--- src/rtl/mem_bridge_pkg.sv ---
// mem_bridge_pkg: shared definitions for the CPU-to-memory handshake bridge.
//   state_t                : bridge FSM encoding (IDLE, REQ, RESP, DONE)
//   ALIGN_MASK             : address bits that must be zero for a word access
//   DEFAULT_TIMEOUT_CYCLES : default response budget used with MEM_TIMEOUT_EN
package mem_bridge_pkg;

    typedef enum logic [1:0] {
        IDLE = 2'd0,
        REQ  = 2'd1,
        RESP = 2'd2,
        DONE = 2'd3
    } state_t;

    localparam logic [1:0] ALIGN_MASK = 2'b11;

    localparam int unsigned DEFAULT_TIMEOUT_CYCLES = 64;

endpackage

--- src/rtl/mem_bridge_if.sv ---
// mem_bridge_if: valid/ready request channel plus rvalid response strobe
// between the bridge (master) and a variable-latency memory (slave).
//   mem_valid  master->slave  request valid, held until mem_ready
//   mem_ready  slave->master  request accepted
//   mem_we     master->slave  1 = write, 0 = read
//   mem_addr   master->slave  word-aligned byte address
//   mem_wdata  master->slave  write data
//   mem_rvalid slave->master  read data valid / write acknowledge
//   mem_rdata  slave->master  read data
interface mem_bridge_if #(
    parameter int unsigned ADDR_WIDTH = 32,
    parameter int unsigned DATA_WIDTH = 32
);

    logic                  mem_valid;
    logic                  mem_ready;
    logic                  mem_we;
    logic [ADDR_WIDTH-1:0] mem_addr;
    logic [DATA_WIDTH-1:0] mem_wdata;
    logic                  mem_rvalid;
    logic [DATA_WIDTH-1:0] mem_rdata;

    modport master (
        output mem_valid,
        output mem_we,
        output mem_addr,
        output mem_wdata,
        input  mem_ready,
        input  mem_rvalid,
        input  mem_rdata
    );

    modport slave (
        input  mem_valid,
        input  mem_we,
        input  mem_addr,
        input  mem_wdata,
        output mem_ready,
        output mem_rvalid,
        output mem_rdata
    );

endinterface

--- src/rtl/mem_bridge_wdog_counter.sv ---
// wdog_counter: saturating cycle counter for the bridge response timeout.
//   clk, reset : clock and synchronous active-high reset
//   clear_i    : restart counting from zero (wins over enable_i)
//   enable_i   : count this cycle
//   expired_o  : LIMIT counted cycles have been observed, including the
//                current one (cnt_q holds cycles seen so far minus one)
module wdog_counter #(
    parameter int unsigned LIMIT = 63
) (
    input  logic clk,
    input  logic reset,
    input  logic clear_i,
    input  logic enable_i,
    output logic expired_o
);

    localparam int unsigned CW = $clog2(LIMIT + 1);

    logic [CW-1:0] cnt_q;
    logic [CW-1:0] cnt_d;

    always_comb begin
        cnt_d = cnt_q;
        if (clear_i) begin
            cnt_d = '0;
        end else if (enable_i && !expired_o) begin
            cnt_d = cnt_q + 1'b1;
        end
    end

    always_ff @(posedge clk) begin
        if (reset) begin
            cnt_q <= '0;
        end else begin
            cnt_q <= cnt_d;
        end
    end

    assign expired_o = (cnt_q >= CW'(LIMIT - 1));

endmodule

--- src/rtl/mem_bridge.sv ---
// mem_bridge: turns a one-cycle CPU access strobe into a valid/ready memory
// request and waits for the rvalid response, then pulses cpu_done.
//   clk, reset      : single clock, synchronous active-high reset
//   cpu_req/we/addr/wdata : access strobe and operands, sampled in IDLE only
//   cpu_busy        : high from the cycle after acceptance through cpu_done
//   cpu_done        : one-cycle completion pulse
//   cpu_err         : with cpu_done, misaligned address (or timeout)
//   cpu_rdata       : load data, held until the next read completion
//   mem             : mem_bridge_if master side (request + response)
// Optional feature: define MEM_TIMEOUT_EN to abort a transaction with
// cpu_err when no response arrives within TIMEOUT_CYCLES of acceptance.
module mem_bridge
    import mem_bridge_pkg::*;
#(
    parameter int unsigned ADDR_WIDTH     = 32,
    parameter int unsigned DATA_WIDTH     = 32,
    parameter int unsigned TIMEOUT_CYCLES = DEFAULT_TIMEOUT_CYCLES
) (
    input  logic                  clk,
    input  logic                  reset,
    input  logic                  cpu_req,
    input  logic                  cpu_we,
    input  logic [ADDR_WIDTH-1:0] cpu_addr,
    input  logic [DATA_WIDTH-1:0] cpu_wdata,
    output logic                  cpu_busy,
    output logic                  cpu_done,
    output logic                  cpu_err,
    output logic [DATA_WIDTH-1:0] cpu_rdata,
    mem_bridge_if.master          mem
);

    state_t                state_q;
    logic                  busy_q;
    logic                  done_q;
    logic                  err_q;
    logic [DATA_WIDTH-1:0] rdata_q;
    logic                  valid_q;
    logic                  we_q;
    logic [ADDR_WIDTH-1:0] addr_q;
    logic [DATA_WIDTH-1:0] wdata_q;

    logic                  misaligned;
    logic [ADDR_WIDTH-1:0] addr_aligned;
    logic                  wd_expired;

    assign misaligned   = |(cpu_addr[1:0] & ALIGN_MASK);
    assign addr_aligned = {cpu_addr[ADDR_WIDTH-1:2], cpu_addr[1:0] & ~ALIGN_MASK};

`ifdef MEM_TIMEOUT_EN
    logic wd_clear;
    logic wd_enable;

    assign wd_clear  = (state_q == IDLE) && cpu_req;
    assign wd_enable = (state_q == REQ) || (state_q == RESP);

    // The expiry decision is registered into DONE one cycle later, so the
    // counter fires one cycle early to land cpu_done TIMEOUT_CYCLES after
    // acceptance.
    wdog_counter #(
        .LIMIT (TIMEOUT_CYCLES - 1)
    ) u_wdog (
        .clk       (clk),
        .reset     (reset),
        .clear_i   (wd_clear),
        .enable_i  (wd_enable),
        .expired_o (wd_expired)
    );
`else
    assign wd_expired = 1'b0;
`endif

    always_ff @(posedge clk) begin
        if (reset) begin
            state_q <= IDLE;
            busy_q  <= 1'b0;
            done_q  <= 1'b0;
            err_q   <= 1'b0;
            rdata_q <= '0;
            valid_q <= 1'b0;
            we_q    <= 1'b0;
            addr_q  <= '0;
            wdata_q <= '0;
        end else begin
            done_q <= 1'b0;
            err_q  <= 1'b0;
            case (state_q)
                IDLE: begin
                    if (cpu_req) begin
                        we_q    <= cpu_we;
                        addr_q  <= addr_aligned;
                        wdata_q <= cpu_wdata;
                        busy_q  <= 1'b1;
                        if (misaligned) begin
                            state_q <= DONE;
                            done_q  <= 1'b1;
                            err_q   <= 1'b1;
                        end else begin
                            state_q <= REQ;
                            valid_q <= 1'b1;
                        end
                    end
                end
                REQ: begin
                    // A response arriving together with expiry still completes normally.
                    if (mem.mem_ready && mem.mem_rvalid) begin
                        state_q <= DONE;
                        valid_q <= 1'b0;
                        done_q  <= 1'b1;
                        if (!we_q) begin
                            rdata_q <= mem.mem_rdata;
                        end
                    end else if (wd_expired) begin
                        state_q <= DONE;
                        valid_q <= 1'b0;
                        done_q  <= 1'b1;
                        err_q   <= 1'b1;
                    end else if (mem.mem_ready) begin
                        state_q <= RESP;
                        valid_q <= 1'b0;
                    end
                end
                RESP: begin
                    if (mem.mem_rvalid) begin
                        state_q <= DONE;
                        done_q  <= 1'b1;
                        if (!we_q) begin
                            rdata_q <= mem.mem_rdata;
                        end
                    end else if (wd_expired) begin
                        state_q <= DONE;
                        done_q  <= 1'b1;
                        err_q   <= 1'b1;
                    end
                end
                DONE: begin
                    state_q <= IDLE;
                    busy_q  <= 1'b0;
                end
                default: begin
                    state_q <= IDLE;
                end
            endcase
        end
    end

    assign cpu_busy      = busy_q;
    assign cpu_done      = done_q;
    assign cpu_err       = err_q;
    assign cpu_rdata     = rdata_q;
    assign mem.mem_valid = valid_q;
    assign mem.mem_we    = we_q;
    assign mem.mem_addr  = addr_q;
    assign mem.mem_wdata = wdata_q;

endmodule
--- src/flat_wrapper.sv ---
// flat-port wrapper written by rule: the top's interface ports become plain ports
module mem_bridge_flat import mem_bridge_pkg::*;
#(
    parameter int unsigned ADDR_WIDTH     = 32,
    parameter int unsigned DATA_WIDTH     = 32,
    parameter int unsigned TIMEOUT_CYCLES = DEFAULT_TIMEOUT_CYCLES
)
  (clk, reset, cpu_req, cpu_we, cpu_addr, cpu_wdata, cpu_busy, cpu_done, cpu_err, cpu_rdata, mem_mem_valid, mem_mem_we, mem_mem_addr, mem_mem_wdata, mem_mem_ready, mem_mem_rvalid, mem_mem_rdata);
  mem_bridge_if #(.ADDR_WIDTH(ADDR_WIDTH), .DATA_WIDTH(DATA_WIDTH)) mem_i ();
  input  logic clk;
  input  logic reset;
  input  logic cpu_req;
  input  logic cpu_we;
  input  logic [ADDR_WIDTH-1:0] cpu_addr;
  input  logic [DATA_WIDTH-1:0] cpu_wdata;
  output logic cpu_busy;
  output logic cpu_done;
  output logic cpu_err;
  output logic [DATA_WIDTH-1:0] cpu_rdata;
  output wire logic [$bits(mem_i.mem_valid)-1:0] mem_mem_valid;
  output wire logic [$bits(mem_i.mem_we)-1:0] mem_mem_we;
  output wire logic [$bits(mem_i.mem_addr)-1:0] mem_mem_addr;
  output wire logic [$bits(mem_i.mem_wdata)-1:0] mem_mem_wdata;
  input wire logic [$bits(mem_i.mem_ready)-1:0] mem_mem_ready;
  input wire logic [$bits(mem_i.mem_rvalid)-1:0] mem_mem_rvalid;
  input wire logic [$bits(mem_i.mem_rdata)-1:0] mem_mem_rdata;
  assign mem_mem_valid = mem_i.mem_valid;
  assign mem_mem_we = mem_i.mem_we;
  assign mem_mem_addr = mem_i.mem_addr;
  assign mem_mem_wdata = mem_i.mem_wdata;
  assign mem_i.mem_ready = mem_mem_ready;
  assign mem_i.mem_rvalid = mem_mem_rvalid;
  assign mem_i.mem_rdata = mem_mem_rdata;
  mem_bridge #(.ADDR_WIDTH(ADDR_WIDTH), .DATA_WIDTH(DATA_WIDTH), .TIMEOUT_CYCLES(TIMEOUT_CYCLES)) u_core (.clk(clk), .reset(reset), .cpu_req(cpu_req), .cpu_we(cpu_we), .cpu_addr(cpu_addr), .cpu_wdata(cpu_wdata), .cpu_busy(cpu_busy), .cpu_done(cpu_done), .cpu_err(cpu_err), .cpu_rdata(cpu_rdata), .mem(mem_i));
endmodule
--- config.mk ---
export PLATFORM = sky130hd
export DESIGN_NAME = mem_bridge_flat
export DESIGN_NICKNAME = d
export VERILOG_FILES = /design/src/rtl/mem_bridge_pkg.sv /design/src/rtl/mem_bridge_if.sv /design/src/rtl/mem_bridge_wdog_counter.sv /design/src/rtl/mem_bridge.sv /design/src/flat_wrapper.sv
export SDC_FILE = /design/constraint.sdc
export NUM_CORES = 1
export LEC_CHECK = 0
export BUFFER_PORTS_ARGS = -buffer_cell sky130_fd_sc_hd__buf_2
export CORE_ASPECT_RATIO = 0.75
export CORE_MARGIN = 1
export CORE_UTILIZATION = 47
export DETAILED_ROUTE_END_ITERATION = 10
export GPL_TIMING_DRIVEN = 0
export PLACE_DENSITY = 0.84
export RECOVER_POWER = 100
export SYNTH_ARGS = -nofsm -noshare
export SYNTH_HDL_FRONTEND = slang
export SYNTH_SLANG_ARGS = --single-unit
--- constraint.sdc ---
create_clock -name clk -period 4.95 [get_ports clk]
set_clock_uncertainty 0.2 [all_clocks]
set_input_delay 0.495 -clock clk [delete_from_list [all_inputs] [get_ports clk]]
set_output_delay 0.495 -clock clk [all_outputs]
set_load 0.01 [all_outputs]
Word level (Yosys, flattened, before mapping)
Cells that the tools add are included.
{"block": "word_totals", "out_inout_bits": 101, "register_bits": 101, "inputBits": 102}
{"block": "op_classes", "reduce_logical": 12, "n_eq_ne": 8, "n_mux": 22, "n_bitwise": 1}
{"op": "two-way mux 32 bit", "n": 3}
{"op": "case mux 32 bit (2 select lines)", "n": 1}
{"op": "two-way mux 2 bit", "n": 5}
{"op": "two-way mux 1 bit", "n": 9}
{"op": "case mux 2 bit (4 select lines)", "n": 1}
{"op": "!= test 2 bit (second input constant)", "n": 3}
{"op": "AND reduction 3 bit", "n": 2}
{"op": "nonzero test 2 bit", "n": 3}
{"op": "equality test 2 bit (second input constant)", "n": 2}
{"op": "case mux 1 bit (2 select lines)", "n": 2}
{"op": "AND reduction 2 bit", "n": 2}
{"op": "AND reduction 4 bit", "n": 1}
{"op": "OR reduction 2 bit", "n": 2}
{"op": "!= test 3 x 2 -> 1 bit (second input constant)", "n": 1}
{"op": "case mux 1 bit (3 select lines)", "n": 1}
{"op": "equality test 2 x 1 -> 1 bit (second input constant)", "n": 1}
{"op": "logical NOT 2 bit", "n": 1}
{"op": "!= test 2 x 1 -> 1 bit (second input constant)", "n": 1}
{"op": "logical AND 1 bit", "n": 1}
{"op": "inverter 1 bit", "n": 1}

Logic depth before layout (Yosys ltp)
Gate-level depths: netlist of run 1.
{"block": "logic_depth", "word_depth": 4, "ltp_mapped": 8, "depth_no_buf": 6}

Least setup slack after synthesis of run 1
Ideal clock, no wire load.
{"block": "synth_path", "path_type": "register -> register", "start": "register u_core.state_q[1]", "end": "register u_core.rdata_q[10] (netlist: u_core.cpu_rdata[10])", "arrival_time_ps": 1499, "n_path_buf": 2, "stages_incl_launch_ff": 9, "required_time_ps": 4618, "setup_slack_ps": 3119, "path_cell_list": "dfxtp_1 > inv_1 > ha_1 > mux2_4 > and3b_1 > buf_6 > buf_6 > nand2_1 > a21oi_1"}
{"block": "synth_via", "elab_chain_len": 3}
{"item": "from (decl)", "line": "mem_bridge.sv:32", "source": "state_t state_q;"}
{"item": "from (signal assigned)", "line": "mem_bridge.sv:74", "source": "state_q <= IDLE;"}
{"item": "from (signal assigned)", "line": "mem_bridge.sv:94", "source": "state_q <= DONE;"}
{"item": "from (signal assigned)", "line": "mem_bridge.sv:98", "source": "state_q <= REQ;"}
{"item": "equality test 2 x 1 -> 1 bit / equality test 2 bit (equally long branches)", "line": "mem_bridge.sv:86", "source": "case (state_q)"}
{"item": "!= test 2 x 1 -> 1 bit (no source line), or another cell as far along"}
{"item": "AND reduction 3 bit (no source line)"}
{"item": "to (signal assigned)", "line": "mem_bridge.sv:110", "source": "rdata_q <= mem.mem_rdata;"}
{"item": "to (signal assigned)", "line": "mem_bridge.sv:127", "source": "rdata_q <= mem.mem_rdata;"}
{"item": "to (decl)", "line": "mem_bridge.sv:36", "source": "logic [DATA_WIDTH-1:0] rdata_q;"}
Several ways; a longest one is shown, not always the timed one.
A chain may end at the register's enable or synchronous reset.

Worst setup path in the final report of run 1
{"block": "layout_path", "start": "register u_core.state_q[1]", "end": "register u_core.rdata_q[11] (netlist: u_core.cpu_rdata[11])"}
Same word-level chain as after synthesis.

==> results of run 1 <==
-- power by group --
group / switching, mW / internal, mW / total, mW
clock network: 0.273 / 0.210 / 0.483
registers: 0.0764 / 0.958 / 1.03
logic: 0.476 / 0.253 / 0.728
total: 0.825 / 1.42 / 2.25
-- critical path, delay by kind of cell, from the launching register on --
kind / cells / cell delay (ps)
buffers and inverters: 3 / 740
AOI/OAI and AO/OA: 1 / 160
DFF: 1 / 400
adders and majority gates: 1 / 240
muxes: 1 / 240
and+or+nand+nor: 2 / 280
-- per-stage QoR --
step / cell area (um2) / util (%) / setup WS, ps / cells
global placement: 4790 / 64.4 / 3040 / 760
detailed placement: 4790 / 64.4 / 2960 / 760
finish: 4800 / 64.6 / 2610 / 775
CTS: 4970 / 66.9 / 2940 / 775
global route: 4800 / 64.6 / 2360 / 775
floorplan: 3670 / - / 3120 / 460
-- metal layers --
metal / up-vias / track usage (%)
li1: 1892 / -
met1: 1649 / 28.8
met2: 157 / 42.5
met3: 19 / 6.56
met4: 0 / 9.29
met5: - / 0
-- Yosys cell counts (2+ instances only) --
cell type,n
nand2_1,193
clkbuf_1,13
o21ai_0,3
buf_4,2
nor3_1,2
inv_1,4
dfxtp_1,101
a21oi_1,98
buf_6,4
nor2_1,5
buf_2,15
ha_1,6
-- flip-flops by register name, summed over array words and instances, names as in the netlist --
| register | flops |
|---|---|
| u_core.cpu_busy | 1 |
| u_core.cpu_done | 1 |
| u_core.cpu_err | 1 |
| u_core.cpu_rdata | 32 |
| u_core.mem.mem_addr | 30 |
| u_core.mem.mem_valid | 1 |
| u_core.mem.mem_wdata | 32 |
| u_core.mem.mem_we | 1 |
| u_core.state_q | 2 |
-- area by class of cell --
cell class,count,area (um2)
Timing Repair Buffer,199,872
Clock inverter,4,32.5
Multi-Input combinational cell,321,1440
Fill cell,726,2630
Clock buffer,11,151
Sequential cell,101,2020
Buffer,34,143
Inverter,4,15.0
Tap cell,101,126
-- cell usage in the layout, fill, tap and decap left out, types with 2 or more instances in the layout --
| cell type | count |
|---|---|
| a21oi_1 | 98 |
| buf_2 | 106 |
| buf_4 | 2 |
| clkbuf_1 | 125 |
| clkbuf_8 | 11 |
| clkinvlp_4 | 2 |
| conb_1 | 2 |
| dfxtp_1 | 101 |
| ha_1 | 6 |
| inv_1 | 4 |
| nand2_1 | 193 |
| nor2_1 | 5 |
| nor3_1 | 2 |
| o21ai_0 | 3 |
-- worst max-delay path by stage --
| stage | endpoint | slack (ps) | cells after the start |
|---|---|---|---|
| floorplan | u_core.cpu_rdata[10]$_SDFFE_PP0P_ | 3120 | 8 |
| finish | u_core.cpu_rdata[11]$_SDFFE_PP0P_ | 2610 | 8 |
| global placement | u_core.cpu_rdata[27]$_SDFFE_PP0P_ | 3040 | 8 |
| detailed placement | u_core.cpu_rdata[11]$_SDFFE_PP0P_ | 2960 | 8 |
| global route | u_core.cpu_rdata[11]$_SDFFE_PP0P_ | 2360 | 8 |
| CTS | u_core.cpu_rdata[11]$_SDFFE_PP0P_ | 2940 | 7 |
-- cell families (layout without fill, tap and decap cells) --
kind of cell | Yosys count | in the layout | share of synthesized area (%)
AND/OR/NAND/NOR | 206 | 206 | 21.8
AO/OA/AOI/OAI | 105 | 105 | 14.8
flip-flops | 101 | 101 | 55.2
buffers and inverters | 38 | 252 | 5.43
adder cells (fa/ha/maj) | 6 | 6 | 2.05
multiplexers | 2 | 2 | 0.683
other | 1 | 2 | 0.102
==> metrics.log, run 1 <==
INFO  metric setup_repair_after_global_routing_missed_its_margin = false
INFO  metric synth.top_cell.area_share = between 50% and 60%
INFO  metric postSynthCellCount = ~460
INFO  metric period_needed = between 2000 and 2500 ps
INFO  metric wirelength_met1 = 4.19 mm
INFO  metric flow.area_growth_from_synthesis = 31.1%
INFO  metric final_layout_size_suffix_gt1_share = 18.5%
INFO  metric final_hold_viol_count = 0
INFO  metric detailedPlacementHpwl = roughly 7.5 mm
INFO  metric drtAntennaViolNets = 0
INFO  metric worst_hold_startpoint = cpu_addr[18]
INFO  metric yosysSeqAreaShare = roughly 55%
INFO  metric min_period_over_period = 47.3%
INFO  metric cp_data_required_time = about 5000 ps
INFO  metric synth_area = 0.00366 mm2
INFO  metric grt_pass1_vias = about 3500
INFO  metric grt_antenna_before_repair = 0
INFO  metric wl_met3 = 754 um
INFO  metric placement.io_buffers = slightly below 200
INFO  metric clock_path_buffers = 2
INFO  metric critical_path.reg2reg.startpoint = u_core.state_q[1]$_SDFFE_PP0P_
INFO  metric path_clk_slew = ~90 ps
INFO  metric fp.dieArea = about 0.008 mm2
INFO  metric postCtsResizedCells = 0
INFO  metric asyncSetResetFlopFracSynth = 0%
INFO  metric synth_enable_flop_cells = 0
INFO  metric std_cell_rows = 27
INFO  metric drtPass1Iterations = 6
INFO  metric final_report_setup_violation_count = 0
INFO  metric maxUsedRoutingLayer = met4
INFO  metric die-width = between 100 and 150 um
INFO  metric cts_root_buf = clkbuf_8
INFO  metric average_size_of_a_mapped_cell = 7.98 um2
INFO  metric io_pins = a little over 200
INFO  metric number_of_cts_inserted_buffers = 9
INFO  metric timing.reg2reg.setup_slack = 2610 ps
INFO  metric route.detailed.wl_per_inst = 12.8 um
INFO  metric holdCritPathClass = in -> reg
INFO  metric grt_start_max_net_pins = 17
INFO  metric cts.sink_count = ~100
INFO  metric synth.distinct_cells = 25
INFO  metric finalMaxSlewViolations = 0
INFO  metric min_delay_worst_endpoint = u_core.mem.mem_addr[18]$_SDFFE_PP0P_
INFO  metric critical_path.startpoint = u_core.state_q[1]$_SDFFE_PP0P_
INFO  metric peak_per_stage_delay_on_the_critical_path = 400 ps
INFO  metric yosys_warnings = 0
INFO  metric initial_utilization = between 40% and 50%
INFO  metric dieHeight = a little under 80 um
INFO  metric drtIter0Drc = approximately 120
INFO  metric relSlewSlack = between 60 and 70%
INFO  metric crit_path_top_delay_cell = dfxtp_1
INFO  metric drcViolationCount = 0
INFO  metric crit_chain = inv_1, ha_1, mux2_1, and3b_1, clkbuf_1, clkbuf_1, nand2_1, a21oi_1
INFO  metric crit-reg2reg-capture = u_core.cpu_rdata[11]$_SDFFE_PP0P_
INFO  metric total_negative_slack = 0 ps
INFO  metric detailed_routed_wire_length_on_met2 = ~4.8 mm
INFO  metric synth-seq-cells = approximately 100
INFO  metric h_tree_depth = 3
INFO  metric grtUsageTotal = between 20% and 30%
INFO  metric criticalPathCategory = reg -> reg
INFO  metric crit_fanout = 10
INFO  metric finalWirelength = 9.93 mm
INFO  metric synth_largest_area_cell = dfxtp_1
INFO  metric holdWs = 168 ps
INFO  metric nets = about 780
INFO  metric timing.fmax = 0.427 GHz
INFO  metric postCtsHoldBufs = 0
INFO  metric outcome = finished, final reports clean
INFO  metric maxCapViolCount = 0
INFO  metric core_area = between 0.007 and 0.008 mm2
INFO  metric power.ir.vdd_worst = about 0.22 mV
INFO  metric finalWeightedCongestion = slightly above 0.8
INFO  metric worst_r2r_path_depth = 8
INFO  metric detailroute.via_count = approximately 3700
INFO  metric post_drt_via_cell_ratio = around 4.8
INFO  metric synth.area.top_cells = dfxtp_1, nand2_1, a21oi_1
INFO  metric cp_data_arrival_time = ~2400 ps
INFO  metric critPathMostFrequentCell = clkbuf_1
INFO  metric tritoncts = yes
INFO  metric synth_top_flop_cell = dfxtp_1
INFO  metric grt_pass1_wl = about 16 mm
INFO  metric crit_end_element = register
INFO  metric start_kind = register
INFO  metric leakage = 1.92 nW
INFO  metric tightestPinTransition = about 500 ps
INFO  metric power_density = about 470 mW/mm2
INFO  metric p_total = 2.25 mW
INFO  metric globalRoute.totalOverflow = 0
INFO  metric hold-path-cell-count = 3
INFO  metric postCtsSetupRepairBufs = 0
INFO  metric latest_clock_arrival_within_the_worst_skew_pair = between 300 and 400 ps
INFO  metric antennaDiodeCount = 0
(Power assumes the default switching activity.)
==> run 2, diff against run 1 <==
--- a/config.mk
+++ b/config.mk
@@ -8,10 +8,10 @@
 export BUFFER_PORTS_ARGS = -buffer_cell sky130_fd_sc_hd__buf_2
 export CORE_ASPECT_RATIO = 0.75
 export CORE_MARGIN = 1
-export CORE_UTILIZATION = 47
+export CORE_UTILIZATION = 44
 export DETAILED_ROUTE_END_ITERATION = 10
 export GPL_TIMING_DRIVEN = 0
-export PLACE_DENSITY = 0.84
+export PLACE_DENSITY = 0.79
 export RECOVER_POWER = 100
 export SYNTH_ARGS = -nofsm -noshare
 export SYNTH_HDL_FRONTEND = slang
==> constraint.sdc (replaced) <==
create_clock -name clk -period 2.3 [get_ports clk]
set_clock_uncertainty 0.2 [all_clocks]
set_input_delay 0.23 -clock clk [delete_from_list [all_inputs] [get_ports clk]]
set_output_delay 0.23 -clock clk [all_outputs]
set_load 0.01 [all_outputs]
==> metrics.log, run 2 (synthesis results as in run 1) <==
INFO  metric outcome = finished, final reports clean
INFO  metric cp_data_arrival_time = 2100 ps (-320 ps)
INFO  metric groute.layer.met3.usage = 7.54% (+0.98 points)
INFO  metric final_layout_size_suffix_gt1_share = 17.5% (-1.0 points)
INFO  metric relSlewSlack = 60.6% (-5.1 points)
INFO  metric maxCapViolCount = 0 (unchanged)
INFO  metric cp_data_required_time = 2320 ps (-2710 ps)
INFO  metric start_kind = register
INFO  metric grtUsageTotal = 28.0% (+3.6 points)
INFO  metric crit_buf_inv = 3 (unchanged)
INFO  metric final_hold_viol_count = 0 (unchanged)
INFO  metric tightestPinTransition = 591 ps (+76.3 ps)
INFO  metric final_report_setup_violation_count = 0 (unchanged)
INFO  metric worst_r2r_path_depth = 8 (unchanged)
INFO  metric fillerInstances = 647 (-11%)
INFO  metric grt_start_max_net_pins = 17 (unchanged)
INFO  metric timing.fmax = 0.482 GHz (+13%)
INFO  metric flow.area_growth_from_synthesis = 58.4%
INFO  metric initial_utilization = 45.9% (-3.4 points)
INFO  metric dpl_worst_slack = 305 ps (-2650 ps)
INFO  metric critPathMostFrequentCell = buf_6
INFO  metric postCtsHoldBufs = 96 (+96)
INFO  metric grt.met1_usage = 30.3% (+1.5 points)
INFO  metric multi_input_area = 0.00144 mm2 (unchanged)
INFO  metric hold-path-cell-count = 3 (unchanged)
INFO  metric fp.dieArea = 0.00870 mm2 (+6.7%)
INFO  metric detailedPlacementHpwl = 7.51 mm (about the same)
INFO  metric fin_ws = 225 ps (-2380 ps)
INFO  metric drtAntennaViolNets = 0 (unchanged)
INFO  metric grt_pass1_wl = 18.8 mm (+18%)
INFO  metric crit_path_top_delay_cell = dfxtp_1
INFO  metric layout.cells.most_common_list = nand2_1, clkbuf_1, buf_2
INFO  metric power_density = 871 mW/mm2 (+86%)
INFO  metric drtPass1Iterations = 5 (-1)
INFO  metric drtIter0Drc = 317 (+170%)
INFO  metric place.detailed.instances = 764 (+0.53%)
INFO  metric finalWirelength = 12.4 mm (+25%)
INFO  metric top_usage_layer = met2
INFO  metric criticalPathCategory = reg -> reg
INFO  metric holdWs = 31.4 ps (-136 ps)
INFO  metric p_total = 5.05 mW (+120%)
INFO  metric leakage = 2.36 nW (+23%)
INFO  metric layout.cell_area.non_filler = 0.00580 mm2 (+21%)
INFO  metric crit_end_element = register
INFO  metric grt_pass1_vias = 4087 (+17%)
INFO  metric ff_latch_area = 0.00202 mm2 (unchanged)
INFO  metric finalMaxSlewViolations = 0 (unchanged)
INFO  metric critical-path-top-delay-family = flip-flops
INFO  metric placed_cell_area = 0.00479 mm2 (+0.10%)
INFO  metric drcViolationCount = 0 (unchanged)
INFO  metric nets = 874 (+12%)
INFO  metric latest_clock_arrival_within_the_worst_skew_pair = 350 ps (about the same)
INFO  metric finalNonFillerCells = 876 (+13%)
INFO  metric peak_per_stage_delay_on_the_critical_path = 400 ps (about the same)
INFO  metric globalRoute.totalOverflow = 0 (unchanged)
INFO  metric final_core_util = 72.7% (+8.0 points)
INFO  metric h_tree_depth = 3 (unchanged)
INFO  metric postCtsResizedCells = 0 (unchanged)
INFO  metric total_negative_slack = 0 ps (unchanged)
INFO  metric grtUsageMet2 = 51.4% (+8.8 points)
INFO  metric power.ir.vdd_worst = 0.483 mV (+120%)
INFO  metric antennaDiodeCount = 0 (unchanged)
INFO  metric path_clk_slew = 100 ps (about the same)
INFO  metric io_pins = 203 (unchanged)
INFO  metric number_of_cts_inserted_buffers = 9 (unchanged)
INFO  metric setup_repair_after_global_routing_missed_its_margin = false
INFO  metric period_needed = 2070 ps (-268 ps)
INFO  metric clock_path_buffers = 2 (unchanged)
INFO  metric route.detailed.wl_per_inst = 14.2 um (+11%)
INFO  metric holdCritPathClass = in -> reg
INFO  metric std_cell_rows = 28 (+3.7%)
INFO  metric detailroute.via_count = 4312 (+16%)
INFO  metric crit_fanout = 10 (unchanged)
INFO  metric die-width = 107 um (+3.3%)
INFO  metric placement.io_buffers = 199 (unchanged)
INFO  metric finalWeightedCongestion = 0.844 (+2.3%)
INFO  metric cts.sink_count = 101 (unchanged)
INFO  metric min_period_over_period = 90.2% (+43 points)
INFO  metric postCtsSetupRepairBufs = 0 (unchanged)
INFO  metric cp_num_cells = 8 (unchanged)
INFO  metric core_area = 0.00799 mm2 (+7.5%)
INFO  metric dieHeight = 81.0 um (+3.3%)
INFO  metric tritoncts = yes
INFO  metric mostFrequentLayoutCell = nand2_1
INFO  metric grt_antenna_before_repair = 0 (unchanged)
INFO  metric post_drt_via_cell_ratio = 4.92 (+2.6%)
INFO  metric cts_root_buf = clkbuf_8
INFO  metric crit_chain = inv_1, ha_1, mux2_1, and3b_1, buf_6, buf_6, nand2_1, a21oi_1
[run 2: cell types whose count changed in the layout (fill, tap and decap cells not counted)]
cell           previous run  this run
clkbuf_1                125       116
buf_6                     0         4
clkbuf_2                  0         3
buf_2                   106       110
dlygate4sd3_1             0        96
clkbuf_8                 11        10
[run 2: final cells by class]
class                   instances  share of cell area (%)
multi-input cells             321                    24.9
repair buffers                295                    31.6
flip-flops and latches        101                    34.8
clock inverters                 4                   0.561
inverters                       4                   0.259
clock buffers                  12                    2.50
plain buffers                  34                    3.13
well taps                     105                    2.26
[run 2: layer usage]
layer  vias up  part of all wire [%]
li1       2086                     -
met1      1986                    40
met2       201                    50
met3        39                   7.4
met4         0                   3.2
met5         -                     0
[run 2: final timing paths]
path                                                      startpoint                              endpoint  slack [ps]
worst max-delay path                  u_core.state_q[1]$_SDFFE_PP0P_     u_core.cpu_rdata[11]$_SDFFE_PP0P_         230
worst min-delay path                                     cpu_addr[1]             u_core.cpu_err$_SDFF_PP0_          30
worst max register to register        u_core.state_q[1]$_SDFFE_PP0P_     u_core.cpu_rdata[11]$_SDFFE_PP0P_         230
worst min register to register  u_core.mem.mem_addr[26]$_SDFFE_PP0P_  u_core.mem.mem_addr[26]$_SDFFE_PP0P_         260
[run 2: worst min-delay path, cell delays in order]
cell and delay, ps:
buf_2 80, nor2_1 90, nor3_1 130
[run 2: power by group]
part / total, mW / switching [mW] / internal, mW
Combinational: 1.79 / 1.09 / 0.695
Clock: 1.03 / 0.596 / 0.431
Sequential: 2.24 / 0.174 / 2.06
Total: 5.05 / 1.86 / 3.19
